`src/rtl/video_pattern_gen.sv`:
```
// video_pattern_gen
// Deterministic video source for the RGB pixel pipeline. Produces hsync,
// vsync, VDE and 24-bit {R,B,G} pixel data from free-running raster
// counters, with four selectable test patterns (solid skin tone, colour
// bars, grey ramp, checkerboard).
//
// Optional build macro: VPG_MOVING_BOX_EN
//   When defined, a BOX_SIZE x BOX_SIZE skin-tone box is overlaid on every
//   pattern along the top of the frame, stepping one pixel right per frame.
//   When undefined, no box logic is built and only the base pattern is output.
//
// Every output is registered one clock after the counter state it decodes,
// so all outputs stay mutually aligned.

module video_pattern_gen #(
   parameter int   H_ACTIVE    = 1280,
   parameter int   H_FP        = 110,
   parameter int   H_SYNC      = 40,
   parameter int   H_BP        = 220,
   parameter int   V_ACTIVE    = 720,
   parameter int   V_FP        = 5,
   parameter int   V_SYNC      = 5,
   parameter int   V_BP        = 20,
   parameter logic HS_POL      = 1'b1,
   parameter logic VS_POL      = 1'b1,
   parameter int   CHECK_SHIFT = 5,
   parameter int   BOX_SIZE    = 64
) (
   input  logic        clk,
   input  logic        n_rst,
   input  logic        en,
   input  logic [3:0]  sw,
   output logic [23:0] o_vid_data,
   output logic        o_vid_hsync,
   output logic        o_vid_vsync,
   output logic        o_vid_VDE,
   output logic        o_frame_start
);

   localparam int H_TOTAL = H_ACTIVE + H_FP + H_SYNC + H_BP;
   localparam int V_TOTAL = V_ACTIVE + V_FP + V_SYNC + V_BP;
   localparam int HW      = $clog2(H_TOTAL);
   localparam int VW      = $clog2(V_TOTAL);

   // Colour bars are tracked with a pixel-in-bar counter rather than a divider.
   localparam int BAR_W   = H_ACTIVE / 8;
   localparam int BW      = $clog2(BAR_W) + 1;

   localparam logic [HW-1:0] H_LAST   = HW'(H_TOTAL - 1);
   localparam logic [HW-1:0] H_ACT    = HW'(H_ACTIVE);
   localparam logic [HW-1:0] HS_START = HW'(H_ACTIVE + H_FP);
   localparam logic [HW-1:0] HS_END   = HW'(H_ACTIVE + H_FP + H_SYNC);

   localparam logic [VW-1:0] V_LAST   = VW'(V_TOTAL - 1);
   localparam logic [VW-1:0] V_ACT    = VW'(V_ACTIVE);
   localparam logic [VW-1:0] VS_START = VW'(V_ACTIVE + V_FP);
   localparam logic [VW-1:0] VS_END   = VW'(V_ACTIVE + V_FP + V_SYNC);

   localparam logic [BW-1:0] BAR_LAST = BW'(BAR_W - 1);

   // Pixel colours, packed {R,B,G}.
   localparam logic [23:0] C_SKIN    = {8'd224, 8'd140, 8'd172};
   localparam logic [23:0] C_WHITE   = {8'd255, 8'd255, 8'd255};
   localparam logic [23:0] C_YELLOW  = {8'd255, 8'd0,   8'd255};
   localparam logic [23:0] C_CYAN    = {8'd0,   8'd255, 8'd255};
   localparam logic [23:0] C_GREEN   = {8'd0,   8'd0,   8'd255};
   localparam logic [23:0] C_MAGENTA = {8'd255, 8'd255, 8'd0};
   localparam logic [23:0] C_RED     = {8'd255, 8'd0,   8'd0};
   localparam logic [23:0] C_BLUE    = {8'd0,   8'd255, 8'd0};
   localparam logic [23:0] C_BLACK   = 24'd0;

`ifndef VPG_MOVING_BOX_EN
   // Box size only matters when the overlay is built.
   localparam int unused_box_size = BOX_SIZE;
`endif

   // Upper switch bits are reserved and deliberately ignored.
   logic [1:0] unused_sw;
   assign unused_sw = sw[3:2];

   // Raster position, pattern register and bar tracker.
   logic [HW-1:0] h_cnt_q, h_cnt_d;
   logic [VW-1:0] v_cnt_q, v_cnt_d;
   logic [1:0]    pattern_q, pattern_d;
   logic [BW-1:0] bar_pix_q, bar_pix_d;
   logic [2:0]    bar_idx_q, bar_idx_d;

   // Registered outputs.
   logic [23:0]   data_q, data_d;
   logic          hsync_q, hsync_d;
   logic          vsync_q, vsync_d;
   logic          vde_q, vde_d;
   logic          frame_start_q, frame_start_d;

`ifdef VPG_MOVING_BOX_EN
   logic [HW-1:0] box_x_q, box_x_d;
   logic          in_box;
`endif

   logic          frame_origin;
   logic          active;
   logic [1:0]    pattern_sel;
   logic [23:0]   bar_colour;
   logic [23:0]   base_pix;
   logic [23:0]   pix;

   // Decode the raster position and pick the pattern that applies to it;
   // a new selection takes effect exactly at the first pixel of a frame.
   always_comb begin
      frame_origin = (h_cnt_q == '0) && (v_cnt_q == '0);
      active       = (h_cnt_q < H_ACT) && (v_cnt_q < V_ACT);
      pattern_sel  = frame_origin ? sw[1:0] : pattern_q;
   end

   // Map the current bar index onto the standard eight-bar colour order.
   always_comb begin
      case (bar_idx_q)
         3'd0:    bar_colour = C_WHITE;
         3'd1:    bar_colour = C_YELLOW;
         3'd2:    bar_colour = C_CYAN;
         3'd3:    bar_colour = C_GREEN;
         3'd4:    bar_colour = C_MAGENTA;
         3'd5:    bar_colour = C_RED;
         3'd6:    bar_colour = C_BLUE;
         default: bar_colour = C_BLACK;
      endcase
   end

   // Generate the base pattern pixel for the current raster position.
   always_comb begin
      case (pattern_sel)
         2'd0:    base_pix = C_SKIN;
         2'd1:    base_pix = bar_colour;
         2'd2:    base_pix = {3{8'(h_cnt_q)}};
         default: base_pix = (h_cnt_q[CHECK_SHIFT] ^ v_cnt_q[CHECK_SHIFT]) ? C_MAGENTA : C_SKIN;
      endcase
   end

`ifdef VPG_MOVING_BOX_EN
   // Overlay the skin-tone box anchored at the top edge of the frame.
   always_comb begin
      in_box = (32'(v_cnt_q) < BOX_SIZE) &&
               (32'(h_cnt_q) >= 32'(box_x_q)) &&
               (32'(h_cnt_q) < 32'(box_x_q) + BOX_SIZE);
      pix    = in_box ? C_SKIN : base_pix;
   end
`else
   // Without the overlay the base pattern goes straight out.
   always_comb begin
      pix = base_pix;
   end
`endif

   // Next-state logic: advance the raster while enabled, otherwise hold the
   // position and drive idle outputs.
   always_comb begin
      h_cnt_d       = h_cnt_q;
      v_cnt_d       = v_cnt_q;
      pattern_d     = pattern_q;
      bar_pix_d     = bar_pix_q;
      bar_idx_d     = bar_idx_q;
      data_d        = 24'd0;
      hsync_d       = ~HS_POL;
      vsync_d       = ~VS_POL;
      vde_d         = 1'b0;
      frame_start_d = 1'b0;
`ifdef VPG_MOVING_BOX_EN
      box_x_d       = box_x_q;
`endif

      if (en) begin
         pattern_d     = pattern_sel;
         vde_d         = active;
         data_d        = active ? pix : 24'd0;
         hsync_d       = ((h_cnt_q >= HS_START) && (h_cnt_q < HS_END)) ? HS_POL : ~HS_POL;
         vsync_d       = ((v_cnt_q >= VS_START) && (v_cnt_q < VS_END)) ? VS_POL : ~VS_POL;
         frame_start_d = frame_origin;

         if (h_cnt_q == H_LAST) begin
            h_cnt_d   = '0;
            bar_pix_d = '0;
            bar_idx_d = 3'd0;
            if (v_cnt_q == V_LAST) begin
               v_cnt_d = '0;
`ifdef VPG_MOVING_BOX_EN
               if (32'(box_x_q) + 1 + BOX_SIZE > H_ACTIVE) begin
                  box_x_d = '0;
               end else begin
                  box_x_d = box_x_q + HW'(1);
               end
`endif
            end else begin
               v_cnt_d = v_cnt_q + VW'(1);
            end
         end else begin
            h_cnt_d = h_cnt_q + HW'(1);
            if (bar_idx_q != 3'd7) begin
               if (bar_pix_q == BAR_LAST) begin
                  bar_pix_d = '0;
                  bar_idx_d = bar_idx_q + 3'd1;
               end else begin
                  bar_pix_d = bar_pix_q + BW'(1);
               end
            end
         end
      end
   end

   // State and output registers with synchronous active-low reset.
   always_ff @(posedge clk) begin
      if (!n_rst) begin
         h_cnt_q       <= '0;
         v_cnt_q       <= '0;
         pattern_q     <= 2'd0;
         bar_pix_q     <= '0;
         bar_idx_q     <= 3'd0;
         data_q        <= 24'd0;
         hsync_q       <= ~HS_POL;
         vsync_q       <= ~VS_POL;
         vde_q         <= 1'b0;
         frame_start_q <= 1'b0;
`ifdef VPG_MOVING_BOX_EN
         box_x_q       <= '0;
`endif
      end else begin
         h_cnt_q       <= h_cnt_d;
         v_cnt_q       <= v_cnt_d;
         pattern_q     <= pattern_d;
         bar_pix_q     <= bar_pix_d;
         bar_idx_q     <= bar_idx_d;
         data_q        <= data_d;
         hsync_q       <= hsync_d;
         vsync_q       <= vsync_d;
         vde_q         <= vde_d;
         frame_start_q <= frame_start_d;
`ifdef VPG_MOVING_BOX_EN
         box_x_q       <= box_x_d;
`endif
      end
   end

   assign o_vid_data    = data_q;
   assign o_vid_hsync   = hsync_q;
   assign o_vid_vsync   = vsync_q;
   assign o_vid_VDE     = vde_q;
   assign o_frame_start = frame_start_q;

endmodule
```
`config.mk`:
```
export PLATFORM = sky130hd
export DESIGN_NAME = video_pattern_gen
export DESIGN_NICKNAME = d
export VERILOG_FILES = /design/src/rtl/video_pattern_gen.sv
export SDC_FILE = /design/constraint.sdc
export NUM_CORES = 1
export LEC_CHECK = 0
export ABC_AREA = 1
export CAP_MARGIN = 15
export CORE_ASPECT_RATIO = 2
export CORE_UTILIZATION = 45
export DETAILED_ROUTE_END_ITERATION = 10
export GPL_ROUTABILITY_DRIVEN = 0
export PLACE_DENSITY = 0.79
export SYNTH_ARGS = -nofsm -noshare
export SYNTH_HDL_FRONTEND = slang
export SYNTH_SLANG_ARGS = --single-unit
```
`constraint.sdc`:
```
create_clock -name clk -period 1.5 [get_ports clk]
set_input_delay 0.15 -clock clk [delete_from_list [all_inputs] [get_ports clk]]
set_output_delay 0.15 -clock clk [all_outputs]
set_load 0.05 [all_outputs]
```
; ---- Yosys cells after proc, flatten, opt, wreduce, memory -nomap -nowiden
; Index checks and enable logic that the tools add are counted.
[totals]
register_bits = 63
input_bits = 7
out_inout_bits = 28
[classes]
n_addsub = 4
n_lt_le_gt_ge = 6
eq_ne = 12
n_mux = 14
bitwise = 1
n_reduce_logical = 15
[ops]
columns = operator, count
row1 = $pmux W24 S7, 1
row2 = $pmux W24 S3, 1
row3 = $mux W9, 3
row4 = $lt A11 B11 Y1 const B, 2
row5 = $mux W21, 1
row6 = $lt A10 B10 Y1 const B, 2
row7 = $add A11 B1 Y11 const B, 1
row8 = $eq A11 B11 Y1 const B, 1
row9 = $ge A11 B11 Y1 const B, 1
row10 = $logic_not A11 Y1, 1
row11 = $mux W11, 1
row12 = $add A10 B1 Y10 const B, 1
row13 = $eq A10 B10 Y1 const B, 1
row14 = $ge A10 B10 Y1 const B, 1
row15 = $logic_not A10 Y1, 1
row16 = $mux W10, 1
row17 = $add A9 B1 Y9 const B, 1
row18 = $eq A3 B3 Y1 const B, 3
row19 = $eq A9 B8 Y1 const B, 1
row20 = $mux W3, 3
row21 = $eq A3 B2 Y1 const B, 2
row22 = $reduce_and A2 Y1, 3
row23 = $reduce_and A3 Y1, 2
row24 = $logic_and A1 B1 Y1, 4
row25 = 11 further kinds, 13

; ---- Longest topological paths before layout
; Gate-level depths: netlist of the first run.
[logic_depth]
ltp_word = 5
ltp_mapped = 12

; ---- Worst setup path before layout of the first run
; No wires, ideal clock.
[synth_timing]
kind = register -> register
startpoint = register v_cnt_q[0]
endpoint = register data_q[2], in the netlist o_vid_data[2]
setup_ns = 0.109
t_arrival_ns = 1.484
path_slack_ns = -0.093
stages_incl_launch_ff = 13
path_buffers = 0
cell_sequence = dfxtp_1 > inv_1 > ha_1 > nand3_1 > inv_1 > nand3_2 > nand2_2 > nand2_4 > nand2_1 > nor2_1 > nor2_4 > nand2_1 > inv_1
[synth_via]
elab_chain_cells = 5
elab_cells_between_ends = 10
[synth_lines]
columns = item, line
row1 = "start, declared", 83  ; logic [VW-1:0] v_cnt_q, v_cnt_d;
row2 = "start signal, assigned", 227  ; v_cnt_q <= v_cnt_d;
row3 = branches (longest 5 deep; another with $lt A10 B10 Y1), --
row4 = "end signal, assigned", 231  ; data_q <= data_d;
row5 = "end, declared", 89  ; logic [23:0] data_q, data_d;
; Several ways; the timed one is not identified.
; A chain may end at the register's enable or synchronous reset.

; ---- Worst setup path after layout of the first run
[layout_timing]
startpoint = register h_cnt_q[8]
endpoint = register data_q[1], in the netlist o_vid_data[1]
[layout_via]
elab_chain_cells = 5
elab_cells_between_ends = 10
[layout_lines]
columns = item, line
row1 = "start, declared", 82  ; logic [HW-1:0] h_cnt_q, h_cnt_d;
row2 = "start signal, assigned", 226  ; h_cnt_q <= h_cnt_d;
row3 = branches (longest 5 deep; another with $lt A11 B11 Y1), --
; Several ways; the timed one is not identified.

==> impl_summary.md, run 1 <==
Run status
The checks that failed: setup timing. The flow ran to the end, but the final reports show violations.

Route
Summed over all layers, the routed wires come to 14.5 mm. The antenna violation net count after detailed routing is 0. The final route contains 4034 vias.

The first detailed-routing pass took 7 iterations. The first routing iteration left 567 violations. The final routed DRC violation total is 0. In the final routed layout, each cell accounts on average for 21.9 µm. The post-detailed-route via-to-cell ratio is 6.08.

Floorplanning
The die is 62.2 µm wide. For this design the top-level I/O count stands at 35. In this run the core area contains 43 standard-cell rows.

Measured along the y axis, the die boundary spans 122 µm. The die covers 7600 µm². The core region area is 6940 µm². The initial utilization of the core area, before any placement, comes to 0.469.

CTS
TritonCTS built the clock tree. The tree built by TritonCTS fans out to 63 sinks. The root buffer cell chosen for the clock tree is sky130_fd_sc_hd__clkbuf_16.

The total of hold buffers inserted after clock tree synthesis is 0. The clock-pin slew on the worst setup and hold paths is 0.06 ns. The CTS buffer count is 9. The maximum root-to-sink buffer count is 2. The latest clock arrival within the worst-skew pair is 0.36 ns. The clock tree synthesis step divided the H-tree into 3 levels.

Cells and area
The count of antenna diodes in the layout is 0. From synthesis to final layout, the design area changed by 65.6%. The top cell types in the final layout, fill and taps aside, are 108 x sky130_fd_sc_hd__buf_4, 52 x sky130_fd_sc_hd__nand2_1, 51 x sky130_fd_sc_hd__inv_1, 49 x sky130_fd_sc_hd__dfxtp_1. Leaving out fill and tap cells, the most frequent cell in the layout is sky130_fd_sc_hd__buf_4. The count of non-filler cells in the finished layout is 663. For this run, the post-layout net count is 590.

In the final layout, the share of cells above drive strength 1 is 0.513.

Power and ir drop
The switching component of the power is 1.51 mW. The share of total power dissipated in combinational logic is 0.202. The sequential cell fraction of total power is 0.357. The worst vdd rail ir drop is 0.735 mV. The share of total power dissipated in the clock network is 0.441. For this design the static power due to leakage is 2.52 nW. Of the total power, the share spent switching nets is 0.306. The power per cell area is 918 nW/µm². Cell internal power was estimated by the tool at 3.44 mW. After layout, the design draws a total of 4.95 mW.

Setup path
The startpoint identified for the worst register-to-register timing path is h_cnt_q[8]$_SDFFE_PN0P_. For the worst setup path, the data arrival time is 2.10 ns. The depth of the worst register-to-register path is 8. The type of the worst setup path is flop to flop. Walking the worst path, the cells encountered are nor2_4 -> nand2_2 -> nor2_8 -> nand4_1 -> buf_4 -> nand2_8 -> nand3_2 -> a21oi_1. The required time of the worst setup path is 1.76 ns.

The setup slack of the most critical reg-to-reg path is -0.34 ns. The worst setup path is launched from a flop. The biggest fanout along the worst timing path is 6. The critical-path cell with the highest stage delay is sky130_fd_sc_hd__dfxtp_1. On the critical path the largest part of the delay comes from simple AND/OR/NAND/NOR gates. The worst register-to-register path ends at o_vid_data[1]$_SDFF_PN0_. The critical path capture point type is a flop. Counting both buffers and inverters, the worst setup path holds a total of 1. The delay of the slowest cell on the worst path is 0.37 ns.

Logic synthesis
The number of synthesized flops with an enable pin is 0. In the synthesized netlist the async set-or-reset flop fraction comes to 0. When the netlist entered floorplanning its net count stood at 458.

The prevailing post-synth register cell is sky130_fd_sc_hd__dfxtp_1. The register area share after synthesis is 0.387. For this run, the number of Yosys warnings is 0. The synthesized instance count is 437. After synthesis the cells add up to 3260 µm². After synthesis the netlist holds a flip-flop and latch count of 63. The number of different library cells used by synthesis comes to 39.

In this run the mean area of a mapped cell was 7.46 µm².

Place
The setup slack at placement is -0.238 ns. Detailed placement ended at an HPWL of 6.70 mm. Port buffering added 32 buffers. The number of cells after detailed placement is 629.

Min path
The worst hold path startpoint is bar_pix_q[6]$_SDFFE_PN0P_. The tightest min-delay check is of the flop to flop type. Counting instances, the worst hold path has a depth of 2.

The path with the worst hold slack has its endpoint at bar_pix_q[6]$_SDFFE_PN0P_.

Timing
The hold violation total from the final report is 0. Setup repair after global routing could not meet its margin everywhere. The portion of the clock cycle consumed by the worst path in the final layout is 1.23. The setup clock skew after layout is 0.00789 ns. For the finished layout, the period the worst path requires is 1.84 ns. The final max-slew violation count came to 0.

Timing would allow up to 543 MHz. The accumulated negative setup slack is -13.43 ns. The actual transition at the worst max-transition pin is 0.387 ns.

The worst slew slack as a fraction of its limit is 0.740. The worst setup slack after layout is -0.343 ns. Setup violations remaining at the end of the flow were counted as 58.

GRT
Entering global routing, the biggest net connects 18 pins. The initial antenna violation count came to 0. The number of global-route vias before repair is 3636. The sum of overflow across all layers after global routing is 0.

The first global-routing pass estimated 17.4 mm of wire. For this run, the total global-route usage over all layers was measured as 0.302.

Job
Across the run, the number of max-cap violations was 0.
cell usage after synthesis, types with 2 or more instances:
master | n | area, µm²
sky130_fd_sc_hd__a31oi_1 | 2 | 12.5
sky130_fd_sc_hd__nor2_2 | 3 | 18.8
sky130_fd_sc_hd__inv_2 | 2 | 7.51
sky130_fd_sc_hd__ha_1 | 14 | 175
sky130_fd_sc_hd__o21ai_0 | 8 | 40.0
sky130_fd_sc_hd__xor2_1 | 6 | 52.6
sky130_fd_sc_hd__nand3_1 | 48 | 240
sky130_fd_sc_hd__nor3b_1 | 2 | 15.0
sky130_fd_sc_hd__nand2_4 | 5 | 56.3
sky130_fd_sc_hd__nand2_2 | 8 | 50.1
sky130_fd_sc_hd__o22ai_1 | 3 | 18.8
sky130_fd_sc_hd__nor2_1 | 43 | 161
sky130_fd_sc_hd__inv_1 | 65 | 244
sky130_fd_sc_hd__buf_4 | 2 | 15.0
sky130_fd_sc_hd__nand2_1 | 72 | 270
sky130_fd_sc_hd__nor2_8 | 2 | 40.0
sky130_fd_sc_hd__a21oi_1 | 24 | 120
sky130_fd_sc_hd__buf_2 | 3 | 15.0
sky130_fd_sc_hd__nor3_1 | 25 | 125
sky130_fd_sc_hd__nor2_4 | 2 | 22.5
sky130_fd_sc_hd__nor4_1 | 2 | 12.5
sky130_fd_sc_hd__dfxtp_1 | 63 | 1260
sky130_fd_sc_hd__o21ai_1 | 2 | 10.0
sky130_fd_sc_hd__nand4_1 | 11 | 68.8
sky130_fd_sc_hd__nor3_4 | 2 | 32.5
sky130_fd_sc_hd__nand3_2 | 5 | 50.1
final cells by class:
cell class                      count  area [µm²]
Multi-Input combinational cell    303        2400
Fill cell                         383        1550
Sequential cell                    63        1280
Timing Repair Buffer              124        1020
Inverter                           68         283
Clock buffer                       12         256
Tap cell                           90         113
Clock inverter                      3        42.5
metrics by stage:
step | utilization | cell area [µm²] | hold WS, ns
floorplan | - | 3270 | 0.293
global placement | 0.602 | 4180 | 0.478
detailed placement | 0.602 | 4180 | 0.490
CTS | 0.693 | 4810 | 0.513
global route | 0.777 | 5400 | 0.554
finish | 0.777 | 5400 | 0.510
routing by layer:
metal / share of wire / global-route usage
met1: 0.30 / 0.281
met2: 0.51 / 0.560
met3: 0.088 / 0.0623
met4: 0.11 / 0.244
met5: 0 / 0
timing repair:
item | 4_1_cts | 5_1_grt
gates resized for setup | 61 | 130
pin swaps | 21 | 51
buffers inserted | 8 | 7
endpoints found under the setup margin | 49 | 58
cloned | 2 | 3
state kept, by name (all words and copies together), names as in the netlist:
| register | count |
|---|---|
| o_vid_VDE | 1 |
| v_cnt_q | 10 |
| o_frame_start | 1 |
| o_vid_vsync | 1 |
| o_vid_data | 24 |
| bar_idx_q | 3 |
| pattern_q | 2 |
| bar_pix_q | 9 |
| o_vid_hsync | 1 |
| h_cnt_q | 11 |
worst register-to-register path, delay by kind of cell (launching register included):
family | cells | cell delay [ns]
compound gates | 1 | 0.24
simple gates | 6 | 0.89
flops | 1 | 0.37
buf+inv | 1 | 0.24
worst max path at each step:
stage | start | end | slack [ns] | cells past startpoint
finish | h_cnt_q[8]$_SDFFE_PN0P_ | o_vid_data[1]$_SDFF_PN0_ | -0.34 | 8
global route | h_cnt_q[8]$_SDFFE_PN0P_ | o_vid_data[15]$_SDFF_PN0_ | -0.42 | 10
CTS | h_cnt_q[0]$_SDFFE_PN0P_ | o_vid_data[22]$_SDFF_PN0_ | -0.16 | 11
detailed placement | en | v_cnt_q[5]$_SDFFE_PN0P_ | -0.24 | 7
global placement | en | h_cnt_q[9]$_SDFFE_PN0P_ | -0.20 | 9
floorplan | h_cnt_q[1]$_SDFFE_PN0P_ | bar_idx_q[0]$_SDFFE_PN0P_ | 0.0007 | 10
cells by family (layout without fill, tap and decap cells):
family                     after synthesis  after routing  synth area share
AOI/OAI and AO/OA                       43             43            0.0711
xor gates and xnor gates                 6              6            0.0161
adders and majority gates               14             14            0.0538
buffers and inverters                   75            207            0.0922
DFF                                     63             63             0.387
and+or+nand+nor                        236            240             0.380
power groups by stage:
stage	registers, mW	clock network, mW	logic [mW]
global route	1.77	2.23	1.04
global placement	1.79	0	0.663
CTS	1.77	2.10	0.784
finish	1.77	2.18	1.00
floorplan	1.96	0	0.286
detailed placement	1.80	0	0.678
Power figures use the tool's default switching activity.
==> inputs of run 2 (changes only) <==
Settings changed: CORE_MARGIN set to 1.
==> results of run 2 <==
Same layout as run 1: the final DEF is identical, and so are final timing and power.
